==> src/rtl/sw_debounce_rx_pkg.sv <==
// Shared constants and types for the slide-switch debounce receiver.
// Holds debounce lengths (board and bench) and counter width derivation.
package sw_debounce_rx_pkg;

    localparam int EVT_W = 8;

    // Smallest width w with 2**w > cycles, so cycles-1 always fits.
    function automatic int cnt_w_for(input int cycles);
        return $clog2(cycles + 1);
    endfunction

    localparam int DEBOUNCE_CYCLES_SIM  = 4;
    localparam int DEBOUNCE_CYCLES_10MS = 1000000;
    localparam int CNT_W_SIM            = cnt_w_for(DEBOUNCE_CYCLES_SIM);
    localparam int CNT_W_10MS           = cnt_w_for(DEBOUNCE_CYCLES_10MS);

    typedef logic [EVT_W-1:0] evt_cnt_t;

endpackage

==> src/rtl/sw_debounce_rx_if.sv <==
// Switch bundle: raw pins in, debounced levels, edge pulses, event count out.
// master drives SW (board side); slave is the debouncer producing the rest.
interface sw_debounce_rx_if
    import sw_debounce_rx_pkg::*;
#(
    parameter int N = 16
);
    logic [N-1:0] SW;
    logic [N-1:0] SW_CLEAN;
    logic [N-1:0] SW_RISE;
    logic [N-1:0] SW_FALL;
    logic         SW_EVENT;
    evt_cnt_t     EVT_CNT;

    modport master (
        output SW,
        input  SW_CLEAN,
        input  SW_RISE,
        input  SW_FALL,
        input  SW_EVENT,
        input  EVT_CNT
    );

    modport slave (
        input  SW,
        output SW_CLEAN,
        output SW_RISE,
        output SW_FALL,
        output SW_EVENT,
        output EVT_CNT
    );
endinterface

==> src/rtl/sw_debounce_rx_debounce_ch.sv <==
// One switch channel: 2-flop synchronizer, stability counter, clean level.
// Ports: clk, rst (async high), sw raw pin; clean level, rise/fall pulses.
module debounce_ch #(
    parameter int DEBOUNCE_CYCLES = 4,
    parameter int CNT_W           = 3
) (
    input  logic clk,
    input  logic rst,
    input  logic sw,
    output logic clean,
    output logic rise,
    output logic fall
);
    localparam logic [CNT_W-1:0] LAST = CNT_W'(DEBOUNCE_CYCLES - 1);

    logic             s1;
    logic             s2;
    logic [CNT_W-1:0] cnt;

    always_ff @(posedge clk or posedge rst) begin
        if (rst) begin
            s1    <= 1'b0;
            s2    <= 1'b0;
            cnt   <= '0;
            clean <= 1'b0;
            rise  <= 1'b0;
            fall  <= 1'b0;
        end else begin
            s1   <= sw;
            s2   <= s1;
            rise <= 1'b0;
            fall <= 1'b0;
            // Any agreement with the accepted level restarts the count.
            if (s2 == clean) begin
                cnt <= '0;
            end else if (cnt == LAST) begin
                clean <= s2;
                cnt   <= '0;
                rise  <= s2;
                fall  <= ~s2;
            end else begin
                cnt <= cnt + 1'b1;
            end
        end
    end

endmodule

==> src/rtl/sw_debounce_rx.sv <==
// Debounce receiver for the board slide switches, one instance for all.
// Ports: CLK, RST (async high), bus (slave): SW in; SW_CLEAN, SW_RISE,
// SW_FALL, SW_EVENT (OR of pulses), EVT_CNT (event cycles, mod 256) out.
module sw_debounce_rx
    import sw_debounce_rx_pkg::*;
#(
    parameter int N               = 16,
    parameter int DEBOUNCE_CYCLES = DEBOUNCE_CYCLES_10MS,
    parameter int CNT_W           = CNT_W_10MS
) (
    input  logic               CLK,
    input  logic               RST,
    sw_debounce_rx_if.slave    bus
);
    logic [N-1:0] clean;
    logic [N-1:0] rise;
    logic [N-1:0] fall;
    logic         evt;
    evt_cnt_t     cnt;

    for (genvar i = 0; i < N; i++) begin : g_ch
        debounce_ch #(
            .DEBOUNCE_CYCLES(DEBOUNCE_CYCLES),
            .CNT_W          (CNT_W)
        ) u_ch (
            .clk  (CLK),
            .rst  (RST),
            .sw   (bus.SW[i]),
            .clean(clean[i]),
            .rise (rise[i]),
            .fall (fall[i])
        );
    end

    // Built only from registered pulses, so free of glitches.
    assign evt = |(rise | fall);

    always_ff @(posedge CLK or posedge RST) begin
        if (RST) begin
            cnt <= '0;
        end else if (evt) begin
            cnt <= cnt + evt_cnt_t'(1);
        end
    end

    assign bus.SW_CLEAN = clean;
    assign bus.SW_RISE  = rise;
    assign bus.SW_FALL  = fall;
    assign bus.SW_EVENT = evt;
    assign bus.EVT_CNT  = cnt;

endmodule

==> src/flat_wrapper.sv <==
// flat-port wrapper written by rule: the top's interface ports become plain ports
module sw_debounce_rx_flat import sw_debounce_rx_pkg::*;
#(
    parameter int N               = 16,
    parameter int DEBOUNCE_CYCLES = DEBOUNCE_CYCLES_10MS,
    parameter int CNT_W           = CNT_W_10MS
)
  (CLK, RST, bus_SW, bus_SW_CLEAN, bus_SW_RISE, bus_SW_FALL, bus_SW_EVENT, bus_EVT_CNT);
  sw_debounce_rx_if #(.N(N)) bus_i ();
  input  logic CLK;
  input  logic RST;
  input wire logic [$bits(bus_i.SW)-1:0] bus_SW;
  output wire logic [$bits(bus_i.SW_CLEAN)-1:0] bus_SW_CLEAN;
  output wire logic [$bits(bus_i.SW_RISE)-1:0] bus_SW_RISE;
  output wire logic [$bits(bus_i.SW_FALL)-1:0] bus_SW_FALL;
  output wire logic [$bits(bus_i.SW_EVENT)-1:0] bus_SW_EVENT;
  output wire logic [$bits(bus_i.EVT_CNT)-1:0] bus_EVT_CNT;
  assign bus_i.SW = bus_SW;
  assign bus_SW_CLEAN = bus_i.SW_CLEAN;
  assign bus_SW_RISE = bus_i.SW_RISE;
  assign bus_SW_FALL = bus_i.SW_FALL;
  assign bus_SW_EVENT = bus_i.SW_EVENT;
  assign bus_EVT_CNT = bus_i.EVT_CNT;
  sw_debounce_rx #(.N(N), .DEBOUNCE_CYCLES(DEBOUNCE_CYCLES), .CNT_W(CNT_W)) u_core (.CLK(CLK), .RST(RST), .bus(bus_i));
endmodule
==> config.mk <==
export PLATFORM = sky130hd
export DESIGN_NAME = sw_debounce_rx_flat
export DESIGN_NICKNAME = d
export VERILOG_FILES = /design/src/rtl/sw_debounce_rx_pkg.sv /design/src/rtl/sw_debounce_rx_if.sv /design/src/rtl/sw_debounce_rx_debounce_ch.sv /design/src/rtl/sw_debounce_rx.sv /design/src/flat_wrapper.sv
export SDC_FILE = /design/constraint.sdc
export NUM_CORES = 1
export LEC_CHECK = 0
export CORE_UTILIZATION = 25
export CTS_BUF_LIST = sky130_fd_sc_hd__clkbuf_4 sky130_fd_sc_hd__clkbuf_8
export DETAILED_ROUTE_END_ITERATION = 8
export PLACE_DENSITY = 0.4
export REMOVE_ABC_BUFFERS = 1
export SYNTH_ARGS = -nofsm -noshare
export SYNTH_HDL_FRONTEND = slang
export SYNTH_SLANG_ARGS = --single-unit
==> constraint.sdc <==
create_clock -name CLK -period 13.5 [get_ports CLK]
set_input_delay 2.7 -clock CLK [delete_from_list [all_inputs] [get_ports CLK]]
set_output_delay 2.7 -clock CLK [all_outputs]
set_load 0.01 [all_outputs]
# After elaboration in Yosys (flattened, before gate mapping)
# Index checks and enable logic that the tools add are counted.
[op_classes] n_addsub=17 n_eq_ne=32 n_mux=96 bitwise_logic=33 reduce_logical=17
[ops] op="$mux 20" n=32
[ops] op="$add 20x1->20 const B" n=16
[ops] op="$eq 20x20->1 const B" n=16
[ops] op="$mux 1" n=64
[ops] op="$not 1->1" n=32
[ops] op="$reduce_and 2->1" n=16
[ops] op="$eq 1x1->1" n=16
[ops] op="$or 16x16->16" n=1
[ops] op="$reduce_or 16->1" n=1
[ops] op="$add 8x1->8 const B" n=1
[word_totals] ff_bits=408 output_inout_bits=57 wordCells=292

# Depth between registers and ports, before layout
[logic_depth] depth_word=3 ltp_mapped=6

# By module
# A second synthesis with hierarchy kept.
[hier_totals] hier_cells=1819 hier_area_um2=20090.5
[modules_own_cells] mod="debounce_ch (u_core.g_ch[0].u_ch ...)" n_inst=15 cells_per_inst=111 area_each_um2=1224.9
[modules_own_cells] mod="debounce_ch (u_core.g_ch[1].u_ch)" n_inst=1 cells_per_inst=115 area_each_um2=1224.9
[modules_own_cells] mod="sw_debounce_rx" n_inst=1 cells_per_inst=39 area_each_um2=491.7

# Worst setup path before layout
# No wires, ideal clock.
[synth_path] kind="reg2out" from="reg u_core.g_ch[8].u_ch.rise" to="out bus_SW_EVENT" arrival_ns=1.178 t_required_ns=10.800 slack_ns=9.622 stages_incl_launch_ff=5 path_cell_list="dfrtp_1 nor4_1 nand4_1 nor2_1 inv_1"
[synth_between] elab_chain_len=2
[synth_lines] item="from (decl)" line_no="sw_debounce_rx_debounce_ch.sv:11" text="output logic rise,"
[synth_lines] item="from (signal assigned)" line_no="sw_debounce_rx_debounce_ch.sv:26" text="rise <= 1'b0;"
[synth_lines] item="from (signal assigned)" line_no="sw_debounce_rx_debounce_ch.sv:31" text="rise <= 1'b0;"
[synth_lines] item="from (signal assigned)" line_no="sw_debounce_rx_debounce_ch.sv:39" text="rise <= s2;"
[synth_lines] item="$or 16x16->16" line_no="sw_debounce_rx.sv:36" text="assign evt = |(rise | fall);"
[synth_lines] item="$reduce_or 16->1" line_no="sw_debounce_rx.sv:36"
[synth_lines] item="to (decl)" line_no="flat_wrapper.sv:16" text="output wire logic [$bits(bus_i.SW_EVENT)-1:0] bus_SW_EVENT;"
# Every way passes these cells.

# Final worst setup path
[layout_path] from="reg u_core.g_ch[4].u_ch.fall" to="out bus_SW_EVENT"
[layout_between] elab_chain_len=2
[layout_lines] item="from (decl)" line_no="sw_debounce_rx_debounce_ch.sv:12" text="output logic fall"
[layout_lines] item="from (signal assigned)" line_no="sw_debounce_rx_debounce_ch.sv:40" text="fall <= ~s2;"
[layout_lines] item="$or 16x16->16" line_no="sw_debounce_rx.sv:36"
[layout_lines] item="$reduce_or 16->1" line_no="sw_debounce_rx.sv:36"
# Every way passes these cells.

==> impl_metrics.yaml <==
min_path:
  hp-class: "register to register"
  min_to: "u_core.g_ch[7].u_ch.s2"
  hold_path_depth: 0
  min_from: "u_core.g_ch[7].u_ch.s1"
power_and_ir_drop:
  pwr-share-comb: 0.027
  p_per_area_nw_per_um2: 116
  power.leakage_nw: 8.84
  clkPwrFrac: 0.501
  switching_share: 0.230
  net-switching-power_w: 0.000613
  vdd_drop_max_v: 0.0000573
  p_int_w: 0.00206
  seqPwrFrac: 0.471
placement:
  pre_cts_ws_ns: 7.73
  numPortBuffers: 74
  hpwlAfterDp_um: 29700
  place_area_um2: 21200
  routabilityCongestion: 0.743
drt:
  postRouteAntennaNets: 0
  routed_wl_um: 44800
  via_per_inst: 4.58
  vias: 14300
  wire_per_inst_um: 14.4
  drt_iter0_drc: 680
  drcViolationCount: 0
  drt_pass1_iterations: 5
floorplan:
  rows: 102
  initial_utilization: 0.252
  die_y_um: 281
  core_um2: 77300
  die_area_um2: 79100
  io_pins: 75
  die_w_um: 281
critical_path:
  regToRegSetupSlack_ns: 10.81
  arrival_ns: 3.42
  r2r-start: "u_core.g_ch[4].u_ch.fall"
  r2r_cells: 4
  crit_fanout: 7
  cp-start-kind: "register"
  r2r-end: "u_core.bus.EVT_CNT[1]"
  timing_worst_setup_path_type: "register to output port"
  required_ns: 10.80
  crit_path_end_kind: "output port"
finish:
  post-route-util: 0.297
  seqCellArea_um2: 10200
  layout-drive-gt1-share: 0.101
  multi_input_area_um2: 8600
  design_area_um2: 22900
  finalNetCount: 2051
  area_growth_pct: 17.7
  fillerInstances: 8139
  layout_commonest_cell: "dfrtp_1"
  layout_common_cells: "dfrtp_1 (408), nor2_1 (251), xnor2_1 (165), nand3_1 (120), nand2_1 (108)"
yosys:
  synth-seq-cells: 408
  seq_area_frac_synth: 0.524
  yosysWarnings: 0
  yosys-top-cells-area: "dfrtp_1 (52%), xnor2_1 (7.4%), nor2_1 (4.8%)"
  synth_ff_type: "dfrtp_1"
  netlist_instances: 1921
  synth.top_cell.area_share: 0.524
  syn_avg_cell_area_um2: 10.1
  synth_edf_count: 0
  yosys.area.top_type: "dfrtp_1"
  syn-cell-area_um2: 19500
  synth_cell_types: 53
  async_reset_ff_frac: 1.00
global_routing:
  grt_overflow_total: 0
  antenna_found_initial: 2
  grt_usage: 0.116
  grt_max_degree: 158
  grt_pass1_vias: 14300
  grt_first_pass_wirelength_um: 75000
clocking:
  cts_tree: "built"
  clkTransAtPathRegs_ns: 0.06
  htreeDepth: 3
  ctsHoldBuffers: 0
  clkLatencyLatePin_ns: 0.65
  cts_max_path_buffers: 3
  clock_sinks: 408
  cts_buffers: 78
  root_buffer: "clkbuf_8"
  postCtsResizedCells: 0
  post-cts-setup-buffers: 0
sta:
  finalWorstSetupSlack_ns: 7.38
  worst_slew_pin_slew_ns: 1.04
  finalHoldViolations: 0
  fmax_ghz: 0.163
  tns_ns: 0
  rsz0062_at_grt: "no"
  relSlewSlack: 0.302
  slew_violations: 0
  fin_crit_ns: 6.12
  finalSetupViolCount: 0
  fin_crit_sh: 0.453
  fin_skew_ns: 0.0308
outcome:
  status: "finished, final reports clean"
job:
  drv_cap: 0
-- routing by layer --
layer  track usage  vias up  part of all wire
li1              -     7017                 -
met1         0.157     7009              0.49
met2         0.181      188              0.45
met3        0.0264       74             0.044
met4        0.0440        0             0.023
met5             0        -                 0
-- power by group through the flow --
stage | sequential, W | combinational (W) | clock, W
6_report | 0.00126 | 0.0000727 | 0.00134
5_1_grt | 0.00126 | 0.0000849 | 0.00146
4_1_cts | 0.00126 | 0.0000768 | 0.00141
3_5_place_dp | 0.00128 | 0.0000763 | 0
3_3_place_gp | 0.00128 | 0.0000756 | 0
2_1_floorplan | 0.00128 | 0.0000478 | 0
-- cell type report --
cell class              count  share of cell area
well taps                1040              0.0567
inverters                  52             0.00884
multi-input cells        1385               0.375
diodes                      1            0.000109
clock buffers             132              0.0708
clock inverters            11             0.00502
repair buffers             91              0.0384
flip-flops and latches    408               0.445
-- worst max-delay path by stage --
stage,startpoint,to,cells after the start
finish,u_core.g_ch[4].u_ch.fall,bus_SW_EVENT,5
global route,u_core.g_ch[4].u_ch.fall,bus_SW_EVENT,5
CTS,u_core.g_ch[4].u_ch.fall,bus_SW_EVENT,5
detailed placement,RST,u_core.bus.EVT_CNT[7],4
global placement,RST,u_core.bus.EVT_CNT[7],4
floorplan,RST,u_core.bus.EVT_CNT[0],1
-- critical path, stage by stage, from the launching register on --
cell             delay, ns
dfrtp_1               0.39
nor4_1                0.89
nand4_1               0.52
nor2_1                0.39
inv_1                 0.08
clkdlybuf4s50_1       0.49
-- registers in the layout (all words and copies together), names as in the netlist --
name and cells:
u_core.g_ch.u_ch.clean 16, u_core.g_ch.u_ch.cnt 320, u_core.g_ch.u_ch.rise 16, u_core.g_ch.u_ch.s2 16
u_core.bus.EVT_CNT 8, u_core.g_ch.u_ch.fall 16, u_core.g_ch.u_ch.s1 16
-- cell families (layout without fill, tap and decap cells) --
logic type,Yosys count,after routing,share of synthesized area
AOI/OAI and AO/OA,180,180,0.0562
xor gates and xnor gates,229,229,0.103
adders and majority gates,17,17,0.0109
buffers and inverters,128,286,0.0350
DFF,408,408,0.524
muxes,18,18,0.0107
other,0,1,0
and+or+nand+nor,941,941,0.260
-- metrics by stage --
step / power [W] / hold slack, ns / cells
global placement: 0.00135 / 0.333 / 2976
detailed placement: 0.00136 / 0.335 / 2976
finish: 0.00267 / 0.344 / 3120
global route: 0.00280 / 0.351 / 3120
floorplan: 0.00132 / 0.331 / 1845
CTS: 0.00274 / 0.346 / 3119
-- cell usage after synthesis (all sizes together), types with 4 or more instances --
cell type and n:
o31ai 25, nor3b 35, dfrtp 408, nand4bb 5, or2 9, clkbuf 21, nor3 62, nor4b 13
xor2 64, inv 52, o41ai 5, mux2 17, xnor2 165, ha 17, and2 16, nand3 121
or3 47, nand4 73, nor4 60, and3 45, nand4b 19, buf 55, nand2 108, a31o 4
nor2 251, or4b 7, or4 48, a21oi 82, nor2b 4, o21ai 61, and4 11
Power figures use the tool's default switching activity.
